==> src/rtl/mux_scan_sequencer.sv <==
// Steps the 3-bit mux select through codes 0..7, samples mux_out at each code and
// delivers the packed frame over valid/ready. Optional macro: MUX_SCAN_CONTINUOUS_EN (free-running scans).
module mux_scan_sequencer #(
   parameter int SETTLE_CYCLES = 1
) (
   input  logic       clk,
   input  logic       reset,
   input  logic       start,
   input  logic       mux_out,
   output logic [2:0] sel,
   output logic [7:0] frame,
   output logic       frame_valid,
   input  logic       frame_ready,
   output logic       frame_changed,
   output logic       busy
);

   typedef enum logic [1:0] {IDLE, SETTLE, SAMPLE, HOLD} state_t;

   // With no settle time each select code goes straight to its sample cycle.
   localparam state_t     scan_first  = (SETTLE_CYCLES == 0) ? SAMPLE : SETTLE;
   localparam logic [3:0] settle_last = 4'((SETTLE_CYCLES == 0) ? 0 : SETTLE_CYCLES - 1);

   state_t     state_reg;
   logic [3:0] cnt_reg;
   logic [7:0] shadow_reg;
   logic [7:0] shadow_next;
   logic [7:0] last_reg;
   logic       auto_start;
   logic       go;

`ifdef MUX_SCAN_CONTINUOUS_EN
   assign auto_start = 1'b1;
`else
   assign auto_start = 1'b0;
`endif

   assign go = start | auto_start;

   // Shadow frame with the bit for the current select replaced by the live mux output.
   generate
      for (genvar gi = 0; gi < 8; gi++) begin : g_shadow
         assign shadow_next[gi] = (sel == 3'(gi)) ? mux_out : shadow_reg[gi];
      end
   endgenerate

   always_ff @(posedge clk) begin
      if (reset) begin
         state_reg     <= IDLE;
         cnt_reg       <= 4'd0;
         shadow_reg    <= 8'd0;
         last_reg      <= 8'd0;
         sel           <= 3'd0;
         frame         <= 8'd0;
         frame_valid   <= 1'b0;
         frame_changed <= 1'b0;
         busy          <= 1'b0;
      end else begin
         case (state_reg)
            IDLE: begin
               sel        <= 3'd0;
               shadow_reg <= 8'd0;
               if (go) begin
                  state_reg <= scan_first;
                  cnt_reg   <= 4'd0;
                  busy      <= 1'b1;
               end
            end

            SETTLE: begin
               cnt_reg <= cnt_reg + 4'd1;
               if (cnt_reg == settle_last) begin
                  state_reg <= SAMPLE;
               end
            end

            SAMPLE: begin
               shadow_reg <= shadow_next;
               if (sel != 3'd7) begin
                  sel       <= sel + 3'd1;
                  cnt_reg   <= 4'd0;
                  state_reg <= scan_first;
               end else begin
                  frame         <= shadow_next;
                  frame_changed <= (shadow_next != last_reg);
                  frame_valid   <= 1'b1;
                  state_reg     <= HOLD;
               end
            end

            HOLD: begin
               if (frame_ready) begin
                  last_reg      <= frame;
                  frame_valid   <= 1'b0;
                  frame_changed <= 1'b0;
                  sel           <= 3'd0;
                  if (go) begin
                     // Back-to-back scan: restart without passing through IDLE.
                     state_reg  <= scan_first;
                     cnt_reg    <= 4'd0;
                     shadow_reg <= 8'd0;
                  end else begin
                     state_reg <= IDLE;
                     busy      <= 1'b0;
                  end
               end
            end

            default: begin
               state_reg <= IDLE;
               busy      <= 1'b0;
            end
         endcase
      end
   end

endmodule

==> config.mk <==
export PLATFORM = sky130hd
export DESIGN_NAME = mux_scan_sequencer
export DESIGN_NICKNAME = d
export VERILOG_FILES = /design/src/rtl/mux_scan_sequencer.sv
export SDC_FILE = /design/constraint.sdc
export NUM_CORES = 1
export LEC_CHECK = 0
export CAP_MARGIN = 10
export CORE_ASPECT_RATIO = 0.5
export CORE_MARGIN = 1.5
export CORE_UTILIZATION = 40
export CTS_BUF_LIST = sky130_fd_sc_hd__clkbuf_4 sky130_fd_sc_hd__clkbuf_8
export DETAILED_ROUTE_END_ITERATION = 7
export GPL_TIMING_DRIVEN = 0
export PLACE_DENSITY = 0.69
export SKIP_CTS_REPAIR_TIMING = 1
export SYNTH_ARGS = -nofsm -noshare
export SYNTH_HDL_FRONTEND = slang
export SYNTH_SLANG_ARGS = --single-unit
==> constraint.sdc <==
create_clock -name clk -period 1.82 [get_ports clk]
set_input_delay 0.182 -clock clk [delete_from_list [all_inputs] [get_ports clk]]
set_output_delay 0.182 -clock clk [all_outputs]
set_load 0.005 [all_outputs]
==> flow_summary.yaml, run 1 <==
synth:
  ys_warn_count: 0
  yosys_most_used_dff: "dfxtp_1"
  synth.distinct_cells: 40
  synth_enable_flop_cells: 0
  avgSynthCellArea_um2: 8.19
  synthesis.nets: 247
  netlist_area_mm2: 0.00192
  synth-seq-area-share_pct: 37.6
  synth-seq-cells: 36
  ys_async_sr_fraction_pct: 0
  netlist_instances: 234
pwr:
  power.switching_w: 0.000420
  cell_internal_pwr_w: 0.00119
  seqPwrFrac_pct: 50.6
  power.share.switching_pct: 26.2
  clkPwrFrac_pct: 36.7
  powerDensity_mw_per_mm2: 693
  vdd_drop_max_uv: 238
  p_leak_nw: 0.840
  p_comb_share_pct: 12.7
timing:
  max_slew.worst_pin.slew_ns: 0.546
  slew_headroom_pct: 63.6
  hold_ws_ns: 0.131
  clock.fmax_mhz: 568
  clock_skew_ns: 0.00440
  min_period_ns: 1.76
  finalSetupViolations: 0
  timing_hold_violations_final: 0
  layout_worst_path_cycle_share_pct: 96.7
  finalMaxSlewViolations: 0
placed_design:
  gp_congestion: 0.959
  dp_hpwl_um: 3250
  portBuffers: 17
clock_network:
  root_buffer: "clkbuf_8"
  htree_num_levels: 2
  tritoncts: "built"
  clkTransAtPathRegs_ns: 0.07
  clock-sinks: 36
  max-clock-path-buffers: 2
  clkLatencyLatePin_ns: 0.29
  numCtsBuffers: 5
worst_setup_path:
  crit_path_top_delay_cell: "dfxtp_2"
  crit_buf_inv: 2
  reg2reg_from: "sel[2]$_SDFFE_PP0P_"
  rr_worst_depth: 7
  worst_ep_required_time_ns: 1.98
  cp_max_fo: 9
  critPathMaxStageDelay_ns: 0.35
  endpoint_kind: "flop"
  r2r_end: "frame_changed$_SDFFE_PP0P_"
  reg2reg_slack_ns: 0.06
  path_cells: "buf_6, inv_1, ha_2, mux2i_4, xnor2_1, nor4_1, a311oi_1"
  critical-path-top-delay-family: "flip-flops"
  cp.arrival_ns: 1.92
  critPathKind: "flop to flop"
  start_kind: "flop"
detailed_routing:
  drt-initial-drc-count: 112
  final_antenna_net_count: 0
  wl_per_cell_um: 13.8
  drc_errors: 0
  num_vias: 1733
  routed_wl_um: 4480
  via_per_inst: 5.33
  dr.pass1.iters: 4
global_route:
  antenna_found_initial: 0
  grt_pass1_wl_um: 7510
  grt_pass1_vias: 1617
  grt_max_degree: 12
  grt.overflow.total: 0
  grtUsageTotal_pct: 18.8
floorplanning:
  die_w_um: 101
  dieHeight_um: 52.0
  die_area_mm2: 0.00524
  ios: 19
  rows: 17
  initial_core_util_pct: 42.5
  core_mm2: 0.00451
worst_hold_path:
  min_path_cells: 2
  worstHoldEndpoint: "frame[5]$_SDFFE_PP0P_"
  worstHoldStart: "reset"
  hp-class: "input pin to flop"
layout:
  drive_gt1_share_pct: 13.1
  finish.utilization_pct: 51.4
  nFillCells: 444
  area_growth_pct: 20.9
  fin_nets: 271
  n_antenna_cell: 0
run_status:
  status: "finished, final reports clean"
job:
  cap_violations: 0
-- worst reg2reg max path, stage by stage (launching register included) --
cell and delay (ns):
dfxtp_2 0.35, buf_6 0.14, inv_1 0.13, ha_2 0.25
mux2i_4 0.28, xnor2_1 0.11, nor4_1 0.26, a311oi_1 0.13
-- power groups by stage --
stage               logic, W  clock network [W]  registers (W)
floorplan           0.000149                  0       0.000829
global placement    0.000197                  0       0.000831
detailed placement  0.000202                  0       0.000831
CTS                 0.000202           0.000605       0.000813
global route        0.000226           0.000639       0.000814
finish              0.000204           0.000590       0.000813
-- cell usage after synthesis (all sizes together) (2+ instances only) --
cell | number | share of area [%]
xnor2 | 3 | 1.4
a311oi | 4 | 1.8
nor3b | 2 | 0.78
nand2 | 31 | 6.2
o21ai | 12 | 3.1
nor3 | 5 | 1.6
mux2i | 7 | 3.7
inv | 14 | 2.7
and3 | 2 | 0.65
a22oi | 10 | 3.9
a211oi | 7 | 3.0
a21oi | 24 | 6.3
xor2 | 6 | 2.7
nand3 | 8 | 2.1
nor2b | 5 | 1.9
clkbuf | 7 | 2.9
o22ai | 2 | 0.65
dfxtp | 36 | 38
ha | 8 | 5.2
buf | 7 | 1.9
nor2 | 24 | 4.7
-- cells by family (layout without fill, tap and decap cells) --
kind of cell	after synthesis	after routing	share of synthesized area, %
and+or+nand+nor	82	82	20.0
buffers and inverters	28	53	7.57
adders and majority gates	8	8	5.22
xor gates and xnor gates	9	9	4.11
AOI/OAI and AO/OA	63	63	21.2
muxes	8	8	4.24
DFF	36	36	37.6
-- how the worst max path moves through the flow --
stage | slack, ns | cells past startpoint | to | startpoint
4_1_cts | -0.19 | 7 | frame_changed$_SDFFE_PP0P_ | sel[0]$_SDFFE_PP0P_
3_3_place_gp | -0.15 | 7 | frame_changed$_SDFFE_PP0P_ | sel[0]$_SDFFE_PP0P_
5_1_grt | -0.001 | 7 | frame_changed$_SDFFE_PP0P_ | sel[2]$_SDFFE_PP0P_
6_report | 0.06 | 7 | frame_changed$_SDFFE_PP0P_ | sel[2]$_SDFFE_PP0P_
3_5_place_dp | -0.19 | 7 | frame_changed$_SDFFE_PP0P_ | sel[0]$_SDFFE_PP0P_
2_1_floorplan | 0.09 | 7 | frame_changed$_SDFFE_PP0P_ | sel[0]$_SDFFE_PP0P_
-- cell type report --
class	count	area, µm²	share of cell area (%)
multi-input cells	170	1090	47.0
flip-flops and latches	36	727	31.4
repair buffers	17	170	7.34
plain buffers	14	104	4.48
clock buffers	6	82.6	3.56
well taps	66	82.6	3.56
inverters	14	52.6	2.27
clock inverters	2	10.0	0.432
-- metrics by stage --
| step | cells | total power, W | setup TNS, ns | setup WS, ns | area, µm² |
|---|---|---|---|---|---|
| detailed placement | 317 | 0.00103 | -0.729 | -0.192 | 2170 |
| CTS | 325 | 0.00162 | -0.833 | -0.193 | 2260 |
| global placement | 317 | 0.00103 | -0.421 | -0.152 | 2170 |
| floorplan | 234 | 0.000978 | 0 | 0.0869 | 1920 |
| finish | 325 | 0.00161 | 0 | 0.0594 | 2320 |
| global route | 325 | 0.00168 | -0.00144 | -0.00144 | 2320 |
-- per-layer routing --
| metal | global-route usage, % | up-vias | part of all wire (%) |
|---|---|---|---|
| li1 | - | 864 | - |
| met1 | 25.6 | 813 | 50 |
| met2 | 29.7 | 48 | 43 |
| met3 | 4.30 | 8 | 5.4 |
| met4 | 6.25 | 0 | 1.1 |
| met5 | 0 | - | 0 |
-- cell usage in the layout (no fill, tap or decap), types with 4 or more instances in the layout --
| cell type | synthesis | final |
|---|---|---|
| dfxtp_1 | 36 | 33 |
| inv_1 | 13 | 13 |
| nor2_1 | 24 | 24 |
| ha_1 | 8 | 4 |
| a211oi_1 | 6 | 6 |
| a21oi_1 | 24 | 24 |
| a311oi_1 | 4 | 4 |
| clkdlybuf4s50_1 | 0 | 17 |
| a22oi_1 | 10 | 10 |
| xor2_1 | 6 | 6 |
| nand2_1 | 30 | 30 |
| nand3_1 | 8 | 8 |
| mux2i_1 | 7 | 6 |
| o21ai_1 | 9 | 9 |
| nor3_1 | 4 | 4 |
| clkbuf_8 | 3 | 9 |
| clkbuf_1 | 4 | 4 |
(Power assumes the default switching activity.)
==> inputs of run 2 (changes only) <==
CTS_BUF_LIST = unset   (was sky130_fd_sc_hd__clkbuf_4 sky130_fd_sc_hd__clkbuf_8)
DONT_BUFFER_PORTS = 1   (was unset)
PLACE_DENSITY = 0.63   (was 0.69)
==> run 2 against run 1 <==
Global-route usage up 0.15 points; fmax up 0.60%; final cell count down 5.5%; sequential cell count unchanged; total power down 2.3%; die area unchanged; register-to-register slack about the same; wire length down 0.74%; clock skew up 0.0049 ns; critical path type unchanged.
==> flow_summary.yaml, run 2 (same netlist as run 1, synthesis figures left out) <==
worst_setup_path:
  reg2reg_slack_ns: 0.07
  critPathMaxStageDelay_ns: 0.38
  cp.arrival_ns: 1.92
  critical-path-top-delay-family: "simple AND/OR/NAND/NOR gates"
  crit_cells: 7
  reg2reg_from: "sel[0]$_SDFFE_PP0P_"
  critPathCapture: "frame_changed$_SDFFE_PP0P_"
  rr_worst_depth: 7
  crit_buf_inv: 1
  crit_path_start: "sel[0]$_SDFFE_PP0P_"
  cp_max_fo: 6
  crit_path_top_delay_cell: "dfxtp_4"
  endpoint_kind: "flop"
  worst_ep_required_time_ns: 1.99
  critPathKind: "flop to flop"
  start_kind: "flop"
  path_cells: "inv_1, ha_2, nor2b_4, mux2i_1, o22ai_1, nor3_1, a311oi_1"
  r2r_end: "frame_changed$_SDFFE_PP0P_"
timing:
  finalSetupViolations: 0
  finalMaxSlewViolations: 0
  clock_skew_ns: 0.00927
  max_slew.worst_pin.slew_ns: 0.550
  hold_ws_ns: 0.0629
  clock.fmax_mhz: 571
  slew_headroom_pct: 63.4
  layout_worst_path_cycle_share_pct: 96.2
  min_period_ns: 1.75
  timing_hold_violations_final: 0
  fin_setup_tns_ns: 0
global_route:
  grt_pass1_wl_um: 7460
  grtUsageTotal_pct: 18.9
  antenna_found_initial: 0
  grt.overflow.total: 0
  grt_pass1_vias: 1552
  grt_max_degree: 13
detailed_routing:
  dr.pass1.iters: 4
  wl_per_cell_um: 14.5
  drc_errors: 0
  num_vias: 1659
  via_per_inst: 5.40
  routed_wl_um: 4450
  final_antenna_net_count: 0
  drt-initial-drc-count: 46
layout:
  multi_input_area_mm2: 0.00111
  fin_nets: 253
  finish.utilization_pct: 47.7
  area_growth_pct: 12.3
  n_antenna_cell: 0
  nFillCells: 461
  seqCellArea_um2: 727
  final_common_cell: "dfxtp_1"
  drive_gt1_share_pct: 14.5
  post-route-cell-area_mm2: 0.00215
  mostFrequentLayoutCells: "33 x dfxtp_1, 30 x nand2_1, 24 x nor2_1, 24 x a21oi_1, 12 x inv_1"
placed_design:
  gp_congestion: 0.828
  dp_hpwl_um: 3190
  placedInstanceArea_mm2: 0.00200
  portBuffers: 0
clock_network:
  tritoncts: "built"
  numCtsBuffers: 5
  htree_num_levels: 2
  max-clock-path-buffers: 2
  clkTransAtPathRegs_ns: 0.08
  clkLatencyLatePin_ns: 0.29
  root_buffer: "clkbuf_8"
  clock-sinks: 36
pwr:
  powerDensity_mw_per_mm2: 729
  p_leak_nw: 0.777
  vdd_drop_max_uv: 264
floorplanning:
  rows: 17
  ios: 19
  die_area_mm2: 0.00524
  core_mm2: 0.00451
  initial_core_util_pct: 42.5
  die_w_um: 101
  dieHeight_um: 52.0
run_status:
  status: "finished, final reports clean"
worst_hold_path:
  hp-class: "input pin to flop"
job:
  cap_violations: 0
## run 2: worst min-delay path by stage
stage / start / to / slack (ns) / cells after the start
final: start / state_reg[0]$_SDFFE_PP0P_ / 0.06 / 2
after floorplan: start / state_reg[0]$_SDFFE_PP0P_ / 0.35 / 2
after global routing: start / state_reg[0]$_SDFFE_PP0P_ / 0.07 / 2
after global placement: start / state_reg[0]$_SDFFE_PP0P_ / 0.36 / 2
after CTS: start / state_reg[0]$_SDFFE_PP0P_ / 0.06 / 2
after detailed placement: start / state_reg[0]$_SDFFE_PP0P_ / 0.37 / 2
## run 2: metal layers
metal	part of all wire, %	GRT usage (%)
met2	42	29.5
met5	0	0
met1	51	24.3
met4	0.85	7.64
met3	5.7	6.32
## run 2: report_power, final
group	internal (W)	total (W)	leakage (nW)	switching [W]
clock	0.000267	0.000569	0.0479	0.000303
sequential	0.000799	0.000814	0.293	0.0000149
combinational	0.0000737	0.000186	0.437	0.000112
## run 2: layout make-up
cell class | instances | area share, %
Multi-Input combinational cell | 170 | 51.5
Sequential cell | 36 | 33.8
Buffer | 13 | 4.36
Tap cell | 66 | 3.84
Clock buffer | 5 | 3.20
Inverter | 14 | 2.44
Clock inverter | 3 | 0.872
## run 2: per-stage QoR
step	instances	setup WS, ns	power [W]
global placement	300	-0.220	0.00101
CTS	308	-0.224	0.00159
floorplan	234	0.0869	0.000978
global route	307	-0.00685	0.00165
detailed placement	300	-0.200	0.00102
finish	307	0.0700	0.00157
